## config.mk

```make
export PLATFORM = sky130hd
export DESIGN_NAME = alu_mult_seq_flat
export DESIGN_NICKNAME = d
export VERILOG_FILES = /design/src/rtl/alu_mult_seq_if.sv /design/src/rtl/alu_mult_seq.sv /design/src/flat_wrapper.sv
export SDC_FILE = /design/constraint.sdc
export NUM_CORES = 1
export LEC_CHECK = 0
export BUFFER_PORTS_ARGS = -buffer_cell sky130_fd_sc_hd__buf_2
export CAP_MARGIN = 40
export CORE_MARGIN = 2
export CORE_UTILIZATION = 40
export DETAILED_ROUTE_END_ITERATION = 8
export GPL_TIMING_DRIVEN = 0
export PLACE_DENSITY = 0.68
export SYNTH_ARGS = -nofsm -noshare
export SYNTH_HDL_FRONTEND = slang
export SYNTH_SLANG_ARGS = --single-unit
```

## constraint.sdc

```tcl
create_clock -name clk -period 4.1 [get_ports clk]
set_input_delay 0.615 -clock clk [delete_from_list [all_inputs] [get_ports clk]]
set_output_delay 0.615 -clock clk [all_outputs]
set_load 0.01 [all_outputs]
```

## src/rtl/alu_mult_seq_if.sv

```systemverilog
// Command/response handshake bundle for alu_mult_seq.
// The master issues operands and takes results; the slave (the multiplier) answers.
interface alu_mult_seq_if;
  logic        cmd_valid;
  logic        cmd_ready;
  logic [15:0] cmd_a;
  logic [15:0] cmd_b;
  logic        rsp_valid;
  logic        rsp_ready;
  logic [15:0] rsp_result;
  logic        rsp_ovf;

  modport master (
    output cmd_valid, cmd_a, cmd_b, rsp_ready,
    input  cmd_ready, rsp_valid, rsp_result, rsp_ovf
  );

  modport slave (
    input  cmd_valid, cmd_a, cmd_b, rsp_ready,
    output cmd_ready, rsp_valid, rsp_result, rsp_ovf
  );
endinterface

```

## src/rtl/alu_mult_seq.sv

```systemverilog
// Iterative 16x16 unsigned shift-and-add multiplier that borrows the 16-bit ALU for every add and shift.
// Optional macro MULT_EARLY_TERM_EN: finish as soon as no multiplier bits remain.
module alu_mult_seq #(
  parameter logic [2:0] OP_ADD = 3'b100,
  parameter logic [2:0] OP_SLL = 3'b001
) (
  input  logic                 clk,
  input  logic                 rst,
  alu_mult_seq_if.slave        bus,
  output logic [15:0]          alu_a_o,
  output logic [15:0]          alu_b_o,
  output logic [2:0]           alu_op_o,
  output logic                 alu_cin_o,
  output logic                 alu_inva_o,
  output logic                 alu_invb_o,
  output logic                 alu_sign_o,
  input  logic [15:0]          alu_out_i,
  input  logic                 alu_ofl_i
);

  typedef enum logic [1:0] {
    S_IDLE = 2'd0,
    S_ADD  = 2'd1,
    S_SHL  = 2'd2,
    S_DONE = 2'd3
  } state_e;

  state_e      state_q, state_d;
  logic [15:0] acc_q, acc_d;
  logic [15:0] mcand_q, mcand_d;
  logic [15:0] mplier_q, mplier_d;
  logic [3:0]  count_q, count_d;
  logic        ovf_q, ovf_d;
  logic [15:0] mplier_shr_s;

  assign mplier_shr_s = {1'b0, mplier_q[15:1]};

  // State and datapath registers.
  always_ff @(posedge clk or posedge rst) begin
    if (rst) begin
      state_q  <= S_IDLE;
      acc_q    <= 16'd0;
      mcand_q  <= 16'd0;
      mplier_q <= 16'd0;
      count_q  <= 4'd0;
      ovf_q    <= 1'b0;
    end else begin
      state_q  <= state_d;
      acc_q    <= acc_d;
      mcand_q  <= mcand_d;
      mplier_q <= mplier_d;
      count_q  <= count_d;
      ovf_q    <= ovf_d;
    end
  end

  // Next state and datapath update, consuming the ALU's same-cycle response.
  always_comb begin
    state_d  = state_q;
    acc_d    = acc_q;
    mcand_d  = mcand_q;
    mplier_d = mplier_q;
    count_d  = count_q;
    ovf_d    = ovf_q;
    case (state_q)
      S_IDLE: begin
        if (bus.cmd_valid) begin
          acc_d    = 16'd0;
          mcand_d  = bus.cmd_a;
          mplier_d = bus.cmd_b;
          count_d  = 4'd0;
          ovf_d    = 1'b0;
`ifdef MULT_EARLY_TERM_EN
          if (bus.cmd_b == 16'd0) begin
            state_d = S_DONE;
          end else begin
            state_d = S_ADD;
          end
`else
          state_d  = S_ADD;
`endif
        end else begin
          state_d = S_IDLE;
        end
      end
      S_ADD: begin
        if (mplier_q[0]) begin
          acc_d = alu_out_i;
          ovf_d = ovf_q | alu_ofl_i;
        end else begin
          acc_d = acc_q;
          ovf_d = ovf_q;
        end
        state_d = S_SHL;
      end
      S_SHL: begin
        mcand_d  = alu_out_i;
        mplier_d = mplier_shr_s;
        // A set top bit shifted out only matters if a later add would still use it.
        if (mcand_q[15] && (mplier_shr_s != 16'd0)) begin
          ovf_d = 1'b1;
        end else begin
          ovf_d = ovf_q;
        end
        if (count_q == 4'd15) begin
          state_d = S_DONE;
        end
`ifdef MULT_EARLY_TERM_EN
        else if (mplier_shr_s == 16'd0) begin
          state_d = S_DONE;
        end
`endif
        else begin
          count_d = count_q + 4'd1;
          state_d = S_ADD;
        end
      end
      S_DONE: begin
        if (bus.rsp_ready) begin
          state_d = S_IDLE;
        end else begin
          state_d = S_DONE;
        end
      end
      default: begin
        state_d = S_IDLE;
      end
    endcase
  end

  // Outputs decoded from the registered state.
  always_comb begin
    bus.cmd_ready = 1'b0;
    bus.rsp_valid = 1'b0;
    alu_a_o       = 16'd0;
    alu_b_o       = 16'd0;
    alu_op_o      = OP_ADD;
    case (state_q)
      S_IDLE: begin
        bus.cmd_ready = 1'b1;
      end
      S_ADD: begin
        alu_a_o  = acc_q;
        alu_b_o  = mcand_q;
        alu_op_o = OP_ADD;
      end
      S_SHL: begin
        alu_a_o  = mcand_q;
        alu_b_o  = 16'd1;
        alu_op_o = OP_SLL;
      end
      S_DONE: begin
        bus.rsp_valid = 1'b1;
      end
      default: begin
        bus.cmd_ready = 1'b0;
      end
    endcase
  end

  assign bus.rsp_result = acc_q;
  assign bus.rsp_ovf    = ovf_q;
  assign alu_cin_o      = 1'b0;
  assign alu_inva_o     = 1'b0;
  assign alu_invb_o     = 1'b0;
  assign alu_sign_o     = 1'b0;

endmodule

```

## src/flat_wrapper.sv

```systemverilog
// flat-port wrapper written by rule: the top's interface ports become plain ports
module alu_mult_seq_flat 
#(
  parameter logic [2:0] OP_ADD = 3'b100,
  parameter logic [2:0] OP_SLL = 3'b001
)
  (clk, rst, alu_a_o, alu_b_o, alu_op_o, alu_cin_o, alu_inva_o, alu_invb_o, alu_sign_o, alu_out_i, alu_ofl_i, bus_cmd_valid, bus_cmd_a, bus_cmd_b, bus_rsp_ready, bus_cmd_ready, bus_rsp_valid, bus_rsp_result, bus_rsp_ovf);
  alu_mult_seq_if bus_i ();
  input  logic clk;
  input  logic rst;
  output logic [15:0] alu_a_o;
  output logic [15:0] alu_b_o;
  output logic [2:0] alu_op_o;
  output logic alu_cin_o;
  output logic alu_inva_o;
  output logic alu_invb_o;
  output logic alu_sign_o;
  input  logic [15:0] alu_out_i;
  input  logic alu_ofl_i;
  input wire logic [$bits(bus_i.cmd_valid)-1:0] bus_cmd_valid;
  input wire logic [$bits(bus_i.cmd_a)-1:0] bus_cmd_a;
  input wire logic [$bits(bus_i.cmd_b)-1:0] bus_cmd_b;
  input wire logic [$bits(bus_i.rsp_ready)-1:0] bus_rsp_ready;
  output wire logic [$bits(bus_i.cmd_ready)-1:0] bus_cmd_ready;
  output wire logic [$bits(bus_i.rsp_valid)-1:0] bus_rsp_valid;
  output wire logic [$bits(bus_i.rsp_result)-1:0] bus_rsp_result;
  output wire logic [$bits(bus_i.rsp_ovf)-1:0] bus_rsp_ovf;
  assign bus_i.cmd_valid = bus_cmd_valid;
  assign bus_i.cmd_a = bus_cmd_a;
  assign bus_i.cmd_b = bus_cmd_b;
  assign bus_i.rsp_ready = bus_rsp_ready;
  assign bus_cmd_ready = bus_i.cmd_ready;
  assign bus_rsp_valid = bus_i.rsp_valid;
  assign bus_rsp_result = bus_i.rsp_result;
  assign bus_rsp_ovf = bus_i.rsp_ovf;
  alu_mult_seq #(.OP_ADD(OP_ADD), .OP_SLL(OP_SLL)) u_core (.clk(clk), .rst(rst), .bus(bus_i), .alu_a_o(alu_a_o), .alu_b_o(alu_b_o), .alu_op_o(alu_op_o), .alu_cin_o(alu_cin_o), .alu_inva_o(alu_inva_o), .alu_invb_o(alu_invb_o), .alu_sign_o(alu_sign_o), .alu_out_i(alu_out_i), .alu_ofl_i(alu_ofl_i));
endmodule
```

# Word level (Yosys, flattened, before mapping)
# Cells that the tools add are included.
classes:
  muxes: 23
  n_bitwise: 1
  n_eq_ne: 8
  n_reduce_logical: 10
  addsub: 1
op_table:
  columns: ["operator", "n"]
  rows:
  - ["16-bit one-hot mux with 2 select lines", 5]
  - ["16-bit two-way mux", 4]
  - ["16-bit nonzero test", 1]
  - ["4-bit two-way mux", 2]
  - ["2-bit one-hot mux with 4 select lines", 1]
  - ["4-bit one-hot mux with 2 select lines", 1]
  - ["1-bit two-way mux", 6]
  - ["3-bit AND reduction", 2]
  - ["4-bit by 1-bit adder with 4-bit output (second input constant)", 1]
  - ["2-bit == test (second input constant)", 2]
  - ["4-bit == test (second input constant)", 1]
  - ["2-bit two-way mux", 2]
  - ["2-bit by 1-bit != test with 1-bit output (second input constant)", 2]
  - ["2-bit != test (second input constant)", 2]
  - ["4-bit AND reduction", 1]
  - ["2-bit nonzero test", 2]
  - ["3-bit two-way mux", 1]
  - ["1-bit one-hot mux with 3 select lines", 1]
  - ["3-bit nonzero test", 1]
  - ["2-bit by 1-bit == test with 1-bit output (second input constant)", 1]
  - ["2-bit zero test", 1]
  - ["2-bit AND reduction", 1]
  - ["1-bit logical AND", 1]
  - ["1-bit bitwise OR", 1]
totals:
  input_bits: 53
  reg_bits: 55
  output_inout_bits: 58

# Longest topological paths before layout
logic_depth:
  depth_word: 4
  ltp_mapped: 8
  depth_no_buf: 6

# Worst setup path before layout
# No wires, ideal clock.
synth_timing:
  path_type: "register to output"
  startpoint: "reg u_core.state_q[1]"
  endpoint: "out alu_a_o[0]"
  t_arrival_ns: 1.542
  t_required_ns: 3.485
  stages_incl_launch_ff: 7
  slack_ns: 1.943
  path_cell_list: "dfrtp_1 > inv_1 > ha_1 > and2_1 > clkbuf_1 > buf_2 > a22o_1"
synth_between:
  elab_chain_cells: 2
  elab_cells_between_ends: 3
  classes_between: "eq/ne: 2; mux: 1"
synth_lines:
  columns: ["element", "line", "source"]
  rows:
  - ["start, declared", "alu_mult_seq.sv:28", "state_e state_q, state_d;"]
  - ["start signal, assigned", "alu_mult_seq.sv:48", "state_q <= state_d;"]
  - ["2-bit == test or 2-bit by 1-bit == test with 1-bit output (tied branches)", "alu_mult_seq.sv:138", "case (state_q)"]
  - ["16-bit one-hot mux with 2 select lines (*)", "alu_mult_seq.sv:138", null]
  - ["end, declared", "flat_wrapper.sv:11", "output logic [15:0] alu_a_o;"]
# Mark *: on every way between the ends. The rest lies on a longest branch, timed or not.

# Final worst setup path
layout_timing:
  startpoint: "reg u_core.state_q[1]"
  endpoint: "out alu_a_o[4]"
# Same word-level chain as after synthesis.

==> out/results.ini <==
[detailed_routing]
antenna_left = 0
viasPerCell = 5.28
drt_first_pass_iters = 5
routed_wirelength_mm = 7.95
post_drt_wl_per_cell_microns = 16.0
vias = 2624
drc = 0
drt-initial-drc-count = 109

[clocking]
clkTransAtPathRegs_ps = 90
hold_buffers = 0
cts.sinks = 55
cts.htree.levels = 2
postCtsSetupBuffers = 0
cts_tree = built
ctsResizeCount = 0
clock_latency_ps = 300
root_buffer = clkbuf_8
numCtsBuffers = 5
clockBufferDepth = 2

[die]
fp-row-count = 30
die_area_sq_mm = 0.00781
ios = 111
die_w_microns = 88.4
core_sq_mm = 0.00683
die-height_microns = 88.4
start_util_pct = 41.7

[finish]
layout_common_cells = buf_2 (119), dfrtp_1 (55), nand2_1 (40)
multi_input_area_sq_mm = 0.00133
layout_commonest_cell = buf_2
fin_nets = 460
syn_to_final_growth_pct = 26.5
regArea_sq_mm = 0.00138
drive_above_1_share_pct = 33.2
fillCellCount = 689
design_area_sq_mm = 0.00360
n_antenna_cell = 0

[power]
leakagePower_nw = 1.93
total_power_mw = 2.74
clkPwrFrac_pct = 10.1
peakVddDrop_uv = 321
powerDensity_mw_per_mm2 = 761
p_sw_mw = 1.23
p_int_mw = 1.50
seq_power_share_pct = 35.6
swShare_pct = 45.1
share_comb_of_total_power_pct = 54.3

[run]
cap_violations = 0

[logic_synthesis]
synth_largest_area_cell = dfrtp_1
synth_cell_type_count = 30
synth_edf_count = 0
synth.area.top_cells = dfrtp_1 (48%), mux2i_1 (11%), a22o_1 (9.8%), o21ai_0 (6.5%), nand2_1 (5.3%)
synth_flop_cell = dfrtp_1
syn_inst = 285
ys_seq_area_share_pct = 48.4
avgSynthCellArea_sq_um = 9.99
synth_area_sq_mm = 0.00285
yosys_warnings = 0
yosys_register_bits = 55
synth.top_cell.area_share_pct = 48.4
async_flop_share_pct = 100

[sta]
finalHoldViolCount = 0
max_slew_margin_pct = 58.8
fin_setup_tns_ps = 0
finClkSkew_ps = 6.47
finalSetupViolCount = 0
fin_crit_ps = 3070
tightest_slew_ps = 616
setup_ws_ps = 1030
slew_violations = 0
clock.fmax_mhz = 326
period_share_pct = 74.9
rsz0062_at_grt = false

[critical_path]
required_ps = 3480
crit_fanout = 10
arrival_ps = 2460
path_class = register to primary output
crit_chain = inv_1, ha_1, and2_1, clkbuf_1, buf_2, a22o_1, buf_2
cp_common_cell = buf_2
startpoint_type = register
cp_slowest_stage_delay_ps = 460
cp_slowest_cell = ha_1
end_kind = primary output

[placement]
pre_cts_slack_ps = 1410
place_congestion = 0.854
dpl-instance-area_sq_mm = 0.00353
port_buffers = 105
dp_hpwl_mm = 5.96

[global_route]
grt_overflow = 0
grt_pass1_wl_mm = 12.6
grt_usage_pct = 20.9
grt_start_max_net_pins = 37
grt_pass1_vias = 2533
antenna_found_initial = 0

[run_status]
status = complete, no violations

[worst_hold_path]
hold_path.class = input pin to async pin

-- synthesized netlist by cell type (2+ instances only) --
cell	count
a21oi_1	6
a22o_1	32
a22oi_1	2
and2_1	2
and3_1	16
buf_2	14
buf_4	5
clkbuf_1	6
dfrtp_1	55
ha_1	5
inv_1	4
mux2i_1	32
nand2_1	40
nor2_1	8
nor3_1	5
nor4_1	3
o21ai_0	37
-- power groups by stage --
| stage | clock, mW | combinational, mW | sequential (mW) |
|---|---|---|---|
| global placement | 0 | 1.46 | 0.973 |
| detailed placement | 0 | 1.49 | 0.983 |
| global route | 0.307 | 1.66 | 1.01 |
| finish | 0.277 | 1.49 | 0.975 |
| floorplan | 0 | 0.983 | 0.958 |
| CTS | 0.286 | 1.50 | 0.972 |
-- worst max-delay path, delay by kind of cell (launching register included) --
family                     cells  cell delay [ps]
AOI/OAI and AO/OA              1              180
buffers and inverters          4              920
DFF                            1              430
adders and majority gates      1              460
and+or+nand+nor                1              170
-- area by class of cell --
class | instances | area share [%]
well taps | 96 | 3.34
plain buffers | 26 | 3.93
clock buffers | 6 | 2.02
flip-flops and latches | 55 | 38.2
multi-input cells | 204 | 36.9
repair buffers | 106 | 15.2
inverters | 4 | 0.417
-- layer usage --
| metal | vias to the layer above | wire [microns] | share of wire (%) | track usage, % |
|---|---|---|---|---|
| met5 | - | 0 | 0 | 0 |
| met4 | 0 | 48 | 0.60 | 4.68 |
| met3 | 5 | 495 | 6.2 | 3.36 |
| met2 | 94 | 3890 | 49 | 35.7 |
| met1 | 1279 | 3510 | 44 | 28.1 |
| li1 | 1246 | - | - | - |
-- stage by stage --
stage / hold WS (ps) / instances / util (%)
2_1_floorplan: 464 / 289 / -
3_3_place_gp: 485 / 490 / 51.3
3_5_place_dp: 495 / 491 / 51.6
4_1_cts: 319 / 497 / 52.7
5_1_grt: 323 / 497 / 52.7
6_report: 313 / 497 / 52.7
-- flip-flops by register name, indices dropped and copies added (netlist names) --
signal                 flops
u_core.count_q             4
u_core.mcand_q            16
u_core.state_q             2
u_core.bus.rsp_result     16
u_core.mplier_q           16
u_core.bus.rsp_ovf         1
-- cell families after synthesis --
logic type               after synthesis  synth area share [%]
flip-flops                            55                  48.4
AO/OA/AOI/OAI                         81                  18.9
other                                  1                 0.132
buffers and inverters                 30                  5.49
AND/OR/NAND/NOR                       81                  13.6
multiplexers                          32                  11.3
adder cells (fa/ha/maj)                5                  2.20
-- final timing paths --
kind / cells after the start / endpoint / start / slack [ps]
worst min register to register: 2 / u_core.mplier_q[1]$_DFFE_PP0P_ / u_core.mplier_q[1]$_DFFE_PP0P_ / 520
worst min-delay path: 2 / u_core.mplier_q[15]$_DFFE_PP0P_ / rst / 310
max in group asynchronous: 3 / u_core.mcand_q[15]$_DFFE_PP0P_ / rst / 3240
worst max-delay path: 7 / alu_a_o[4] / u_core.state_q[1]$_DFF_PP0_ / 1030
worst max register to register: 7 / u_core.mplier_q[6]$_DFFE_PP0P_ / u_core.state_q[1]$_DFF_PP0_ / 1960
min in group clk: 2 / u_core.mplier_q[1]$_DFFE_PP0P_ / u_core.mplier_q[1]$_DFFE_PP0P_ / 520
Power figures use the tool's default switching activity.
